$ cat config.mk
export PLATFORM = sky130hd
export DESIGN_NAME = patternbuf_loader
export DESIGN_NICKNAME = d
export VERILOG_FILES = /design/src/rtl/patternbuf_pkg.sv /design/src/rtl/patternbuf_serialiser.sv /design/src/rtl/patternbuf_loader.sv
export SDC_FILE = /design/constraint.sdc
export NUM_CORES = 1
export LEC_CHECK = 0
export BUFFER_PORTS_ARGS = -buffer_cell sky130_fd_sc_hd__buf_2
export CORE_AREA = 2 2 51 53
export CTS_CLUSTER_DIAMETER = 30
export DETAILED_ROUTE_END_ITERATION = 6
export DIE_AREA = 0 0 53 55
export HOLD_SLACK_MARGIN = 0.1
export PLACE_DENSITY = 0.77
export SKIP_LAST_GASP = 1
export SLEW_MARGIN = 25
export SYNTH_ARGS = -nofsm -noshare
export SYNTH_HDL_FRONTEND = slang
export SYNTH_SLANG_ARGS = --single-unit
$ cat constraint.sdc
create_clock -name clk -period 2.7 [get_ports clk]
set_input_delay 0.54 -clock clk [delete_from_list [all_inputs] [get_ports clk]]
set_output_delay 0.54 -clock clk [all_outputs]
set_load 0.01 [all_outputs]
$ cat src/rtl/patternbuf_pkg.sv
// Shared types and default geometry for the pattern buffer loader and its serialiser.
package patternbuf_pkg;

  localparam int BUFFER_WIDTH_DEF = 8;
  localparam int BUFFER_SIZE_DEF  = 32;
  localparam int BIT_IDX_W        = $clog2(BUFFER_WIDTH_DEF);
  localparam int BYTE_CNT_W       = $clog2(BUFFER_SIZE_DEF + 1);

  typedef enum logic [1:0] {
    IDLE  = 2'd0,
    SHIFT = 2'd1,
    DONE  = 2'd2
  } state_t;

endpackage

$ cat src/rtl/patternbuf_serialiser.sv
// Per-byte MSB-first shifter: holds the byte in flight, its bit index and a valid flag.
module patternbuf_serialiser #(
  parameter int WIDTH = 8,
  parameter int IDX_W = $clog2(WIDTH)
) (
  input  logic             clk,
  input  logic             rst,
  input  logic             clear,
  input  logic             load,
  input  logic [WIDTH-1:0] load_data,
  input  logic             shift,
  output logic             msb,
  output logic             have,
  output logic             last_bit
);

  logic [WIDTH-1:0] shreg;
  logic [IDX_W-1:0] bit_idx;

  // A load on the final shift replaces the outgoing byte, giving seamless back-to-back bytes.
  always_ff @(posedge clk) begin
    if (rst || clear) begin
      shreg   <= '0;
      bit_idx <= '0;
      have    <= 1'b0;
    end else if (load) begin
      shreg   <= load_data;
      bit_idx <= '0;
      have    <= 1'b1;
    end else if (shift) begin
      shreg   <= {shreg[WIDTH-2:0], 1'b0};
      bit_idx <= bit_idx + 1'b1;
      if (last_bit) begin
        have <= 1'b0;
      end
    end
  end

  assign msb      = shreg[WIDTH-1];
  assign last_bit = (bit_idx == IDX_W'(WIDTH - 1));

endmodule

$ cat src/rtl/patternbuf_loader.sv
// Fills the serial pattern buffer from a valid/ready byte stream, MSB first.
// Optional readback of the displaced contents is enabled by defining PATBUF_READBACK_EN.
module patternbuf_loader
  import patternbuf_pkg::*;
#(
  parameter int BUFFER_WIDTH = BUFFER_WIDTH_DEF,
  parameter int BUFFER_SIZE  = BUFFER_SIZE_DEF
) (
  input  logic                    clk,
  input  logic                    rst,
  input  logic                    start,
  input  logic                    abort,
  input  logic [BUFFER_WIDTH-1:0] wr_data,
  input  logic                    wr_valid,
  output logic                    wr_ready,
  output logic                    ssel,
  output logic                    sin,
  input  logic                    sout,
  output logic                    busy,
  output logic                    done,
  output logic [BUFFER_WIDTH-1:0] rd_data,
  output logic                    rd_valid
);

  // Package widths apply to the default geometry; other sizes derive their own.
  localparam int IDX_W = (BUFFER_WIDTH == BUFFER_WIDTH_DEF) ? BIT_IDX_W : $clog2(BUFFER_WIDTH);
  localparam int CNT_W = (BUFFER_SIZE == BUFFER_SIZE_DEF) ? BYTE_CNT_W : $clog2(BUFFER_SIZE + 1);

  state_t           state;
  state_t           state_next;
  logic [CNT_W-1:0] byte_cnt;
  logic             have;
  logic             last_bit;
  logic             msb;
  logic             accept;
  logic             clear;
  logic             shifting;

  always_ff @(posedge clk) begin
    if (rst) begin
      state <= IDLE;
    end else begin
      state <= state_next;
    end
  end

  always_comb begin
    state_next = state;
    shifting   = (state == SHIFT);
    ssel       = 1'b0;
    wr_ready   = 1'b0;
    accept     = 1'b0;
    busy       = shifting;
    done       = (state == DONE);
    sin        = msb;
    clear      = !shifting || abort;
    if (shifting && !abort) begin
      ssel     = have;
      wr_ready = (byte_cnt < CNT_W'(BUFFER_SIZE)) && (!have || last_bit);
      accept   = wr_valid && wr_ready;
    end
    unique case (state)
      IDLE: begin
        if (start) begin
          state_next = SHIFT;
        end
      end
      SHIFT: begin
        if (abort) begin
          state_next = IDLE;
        end else if (ssel && last_bit && (byte_cnt == CNT_W'(BUFFER_SIZE))) begin
          state_next = DONE;
        end
      end
      DONE:    state_next = IDLE;
      default: state_next = IDLE;
    endcase
  end

  always_ff @(posedge clk) begin
    if (rst) begin
      byte_cnt <= '0;
    end else if ((state == IDLE) && start) begin
      byte_cnt <= '0;
    end else if (accept) begin
      byte_cnt <= byte_cnt + 1'b1;
    end
  end

  patternbuf_serialiser #(
    .WIDTH (BUFFER_WIDTH),
    .IDX_W (IDX_W)
  ) u_serialiser (
    .clk       (clk),
    .rst       (rst),
    .clear     (clear),
    .load      (accept),
    .load_data (wr_data),
    .shift     (ssel),
    .msb       (msb),
    .have      (have),
    .last_bit  (last_bit)
  );

`ifdef PATBUF_READBACK_EN
  // Outgoing bits share the serialiser's bit index, so byte boundaries line up with the writes.
  logic [BUFFER_WIDTH-2:0] rd_shreg;

  always_ff @(posedge clk) begin
    if (rst) begin
      rd_shreg <= '0;
      rd_data  <= '0;
      rd_valid <= 1'b0;
    end else begin
      rd_valid <= 1'b0;
      if (ssel) begin
        rd_shreg <= {rd_shreg[BUFFER_WIDTH-3:0], sout};
        if (last_bit) begin
          rd_data  <= {rd_shreg, sout};
          rd_valid <= 1'b1;
        end
      end
    end
  end
`else
  logic unused_sout;

  assign unused_sout = sout;
  assign rd_data     = '0;
  assign rd_valid    = 1'b0;
`endif

endmodule

## Word-level counts from Yosys, hierarchy flattened

Cells that the tools add are included.
Widths: inputs -> output; s select.

- Register bits: 20

- Eq/ne operators: 6
- Reduce and logical (&&, ||, !) cells: 19
- $lt $le $gt $ge: 1
- Add/subtract/negate cells: 2
- Muxes and demuxes: 12

Operators by type and width:

| cell | number |
|---|---|
| $mux 8 | 2 |
| $add 6x1->6 const B | 1 |
| $eq 6x6->1 const B | 1 |
| $logic_and 1x1->1 | 6 |
| $lt 6x6->1 const B | 1 |
| $mux 1 | 6 |
| $mux 2 | 3 |
| $pmux 2 s2 | 1 |
| $reduce_and 2->1 | 2 |
| $reduce_bool 2->1 | 2 |
| $reduce_or 2->1 | 2 |
| $add 3x1->3 const B | 1 |
| $eq 3x3->1 const B | 1 |
| $logic_not 1->1 | 3 |
| $logic_or 1x1->1 | 3 |
| $ne 3x2->1 const B | 1 |
| $eq 2x1->1 const B | 1 |
| $eq 2x2->1 const B | 1 |
| $logic_not 2->1 | 1 |
| $ne 2x2->1 const B | 1 |

## Logic depth before layout (Yosys ltp)

- Word-level depth: 8
- Depth in mapped cells: 7

## Modules after synthesis

A second synthesis with hierarchy kept.

- Cell total of the unflattened synthesis: 117
- Area, all modules: 1113.6 µm²

Modules (own cells, without submodules):

| module | sequential area each (µm²) | area each (µm²) | cells each | instances |
|---|---|---|---|---|
| patternbuf_loader | 160.2 | 575.6 | 66 | 1 |
| patternbuf_serialiser | 240.2 | 538.0 | 51 | 1 |

## Worst setup path after synthesis

OpenSTA, ideal clock, no wires.

- Kind: input-to-output
- From: input abort
- To: output wr_ready
- Stages on the path: 2
- Buffers on the path: 0
- Data required time: 2.160 ns
- Data arrival time: 1.273 ns
- Setup slack: 0.887 ns
- Path through: or3b_4 nor3b_1

- Cells in the longest elaborated chain, start to end: 3

Ends and longest elaborated chain:

| element | line | source |
|---|---|---|
| start, declared | patternbuf_loader.sv:12 | `input logic abort,` |
| $logic_not 1->1 | patternbuf_loader.sv:57 | `if (shifting && !abort) begin` |
| $logic_and 1x1->1 | patternbuf_loader.sv:57 |  |
| $mux 1 | patternbuf_loader.sv:57 |  |
| end, declared | patternbuf_loader.sv:15 | `output logic wr_ready,` |

No other way between the ends.

## Worst setup path after layout

- From: register state[0]
- To: output ssel

- Cells in the longest elaborated chain, start to end: 3

Ends and longest elaborated chain:

| element | line | source |
|---|---|---|
| start, declared | patternbuf_loader.sv:29 | `state_t state;` |
| start signal, assigned | patternbuf_loader.sv:43 | `state <= state_next;` |
| $eq 2x1->1 | patternbuf_loader.sv:49 | `shifting = (state == SHIFT);` |
| $logic_and 1x1->1 | patternbuf_loader.sv:57 |  |
| $mux 1 | patternbuf_loader.sv:57 |  |
| end, declared | patternbuf_loader.sv:16 | `output logic ssel,` |

No other way between the ends.

==> qor.yml <==
outcome: "finished, final reports clean"
tightest_slew_ns: 0.583
grt_overflow_total: 0
max_slew_margin_pct: 61.1
cts_inserted_buffers: 3
clockBufferDepth: 2
tns_ns: 0
worst_ep_arrival_time_ns: 1.69
setup_viol: 0
use_met3_pct: 3.23
viasPerCell: 5.09
start_kind: "register"
synthesis.instances: 124
antenna_found_initial: 0
dr.pass1.iters: 4
dieArea_um2: 2920
crit_required_ns: 2.16
reg2reg_from: "u_serialiser.bit_idx[0]"
worstHoldPathCells: 2
drc_errors: 0
grtUsageTotal_pct: 14.1
die_h_um: 55
final_util_pct: 46.9
hpwlAfterDp_mm: 1.44
die_w_um: 53
hp-class: "register to register"
io_buffers: 17
cts_hold_buf: 0
use_met1_pct: 16.3
yosysSeqAreaShare_pct: 38.7
synth_cell_type_count: 30
h-tree-depth: 1
busiest_layer: "met2"
final-instance-count-excl-fill: 169
power_w: 0.000483
fin_crit_sh_pct: 82.5
dp.cells: 166
start_util_pct: 43.7
fin_skew_ns: 0.00599
p_sw_share_pct: 24.1
maxCapViolCount: 0
clkTransAtPathRegs_ns: 0.11
hold_path_end: "u_serialiser.shreg[7]"
wire_per_inst_um: 11.2
intPower_w: 0.000366
r2r_setup_slack_ns: 0.71
peakVddDrop_mv: 0.230
first_global_vias: 723
worst_r2r_path_depth: 6
drive_above_1_share_pct: 18.0
drt_iter0_drc: 17
ys_ff_latch: 20
ys_warn_count: 0
power.density_nw_per_um2: 435
avgSynthCellArea_um2: 8.33
drv_slew: 0
grt_max_degree: 19
endpoint_kind: "primary output"
finalHoldViolations: 0
nFillCells: 225
clk_latency_ns: 0.30
leakagePower_nw: 0.444
ios: 28
globalplace.congestion: 0.771
ant_nets: 0
post-route-min-period_ns: 2.23
antenna_cells: 0
synth.cell_area_um2: 1030
crit_type: "register to primary output"
hold_start: "u_serialiser.shreg[7]"
syn_to_final_growth_pct: 7.38
cts_setup_buffers: 0
cts.sinks: 20
routed_wl_mm: 1.89
rows: 18
core_area_um2: 2360
combPwrFrac_pct: 8.8
netSwitchingPower_w: 0.000116
critPathMaxFanout: 13
post_cts_resized: 0
cts-root-buf: "clkbuf_4"
fmax_mhz: 449
sequentialPowerShare_pct: 62.0
cts_tree: "done"
power.clock.fraction_pct: 29.2
rsz0062_at_grt: "no"
fin_nets: 159
met2_usage_pct: 24.8
grt_pass1_wl_mm: 2.95
dr_total_vias: 861
reg2reg_to: "u_serialiser.shreg[1]"
-- power by group through the flow --
stage	Clock (W)	Combinational [W]	Sequential (W)
floorplan	0	0.0000374	0.000305
global placement	0	0.0000417	0.000306
detailed placement	0	0.0000424	0.000306
CTS	0.000143	0.0000426	0.000299
global route	0.000157	0.0000476	0.000300
finish	0.000141	0.0000426	0.000299
-- area by class of cell --
class | count | area, µm² | share of cell area, %
multi-input combinational | 95 | 549 | 49.5
sequential | 20 | 400 | 36.1
timing repair buffer | 17 | 85.1 | 7.67
tap | 30 | 37.5 | 3.38
clock buffer | 3 | 22.5 | 2.03
inverter | 4 | 15.0 | 1.35
-- synthesized netlist by cell type, drive strengths merged --
| cell type | n | area [µm²] |
|---|---|---|
| and2 | 1 | 6.26 |
| nor3b | 2 | 26.3 |
| buf | 13 | 98.8 |
| a41oi | 1 | 8.76 |
| nand2b | 3 | 18.8 |
| and2b | 2 | 15.0 |
| nor4b | 1 | 8.76 |
| nor2b | 1 | 6.26 |
| nand4 | 2 | 12.5 |
| inv | 4 | 15.0 |
| ha | 4 | 50.1 |
| and3 | 4 | 25.0 |
| nand3 | 2 | 10.0 |
| a31oi | 7 | 43.8 |
| a21oi | 6 | 30.0 |
| nand2 | 27 | 101 |
| nor4bb | 1 | 10.0 |
| dfxtp | 20 | 400 |
| o21ai | 8 | 40.0 |
| xnor2 | 3 | 26.3 |
| nor2 | 8 | 46.3 |
| o21ba | 1 | 10.0 |
| or3b | 1 | 11.3 |
| xor2 | 1 | 8.76 |
| conb | 1 | 3.75 |
-- cells in the final DEF, fill, tap and decap left out, types with 2 or more instances in the layout --
cell type / netlist / routed
a21oi_1: 6 / 6
xnor2_1: 3 / 3
dfxtp_1: 20 / 20
buf_2: 1 / 17
nand3_1: 2 / 2
and2b_1: 2 / 2
o21ai_0: 8 / 8
ha_1: 4 / 4
nand2_1: 27 / 27
conb_1: 1 / 9
inv_1: 3 / 3
nor2_1: 7 / 7
nand4_1: 2 / 2
a31oi_1: 7 / 7
nand2b_1: 3 / 3
clkbuf_4: 0 / 3
and3_1: 4 / 4
-- through the flow --
stage	hold WS [ns]	worst slack [ns]	instance area, µm²
floorplan	0.439	0.887	1060
finish	0.478	0.472	1110
detailed placement	0.464	0.557	1090
global route	0.485	0.362	1110
global placement	0.448	0.562	1090
CTS	0.480	0.477	1110
-- how the worst max path moves through the flow --
| stage | startpoint | endpoint | depth (start not counted) |
|---|---|---|---|
| floorplan | abort | wr_ready | 2 |
| global placement | abort | ssel | 5 |
| detailed placement | abort | ssel | 5 |
| CTS | state[0] | ssel | 4 |
| global route | state[0] | ssel | 4 |
| finish | state[0] | ssel | 4 |
-- registers in the layout, indices dropped and copies added, names as in the netlist --
signal,flops
u_serialiser.have,1
u_serialiser.bit_idx,3
byte_cnt,6
u_serialiser.shreg,8
state,2
-- worst max-delay path: stages (launching register included) --
cell,delay [ns]
dfxtp_1,0.41
nor3b_4,0.25
nand2_1,0.27
inv_2,0.28
buf_2,0.18
-- cells by family after synthesis --
kind of cell | synth area share [%]
flip-flops | 38.7
other | 0.363
AO/OA/AOI/OAI | 12.8
XOR/XNOR | 3.39
AND/OR/NAND/NOR | 28.8
adder cells (fa/ha/maj) | 4.84
buffers and inverters | 11.0
-- metal layers --
metal	routed length, µm	vias up
li1	-	432
met1	849	405
met2	938	20
met3	79	4
met4	23	0
met5	0	-
No activity file was read; power rests on OpenSTA's default activity.
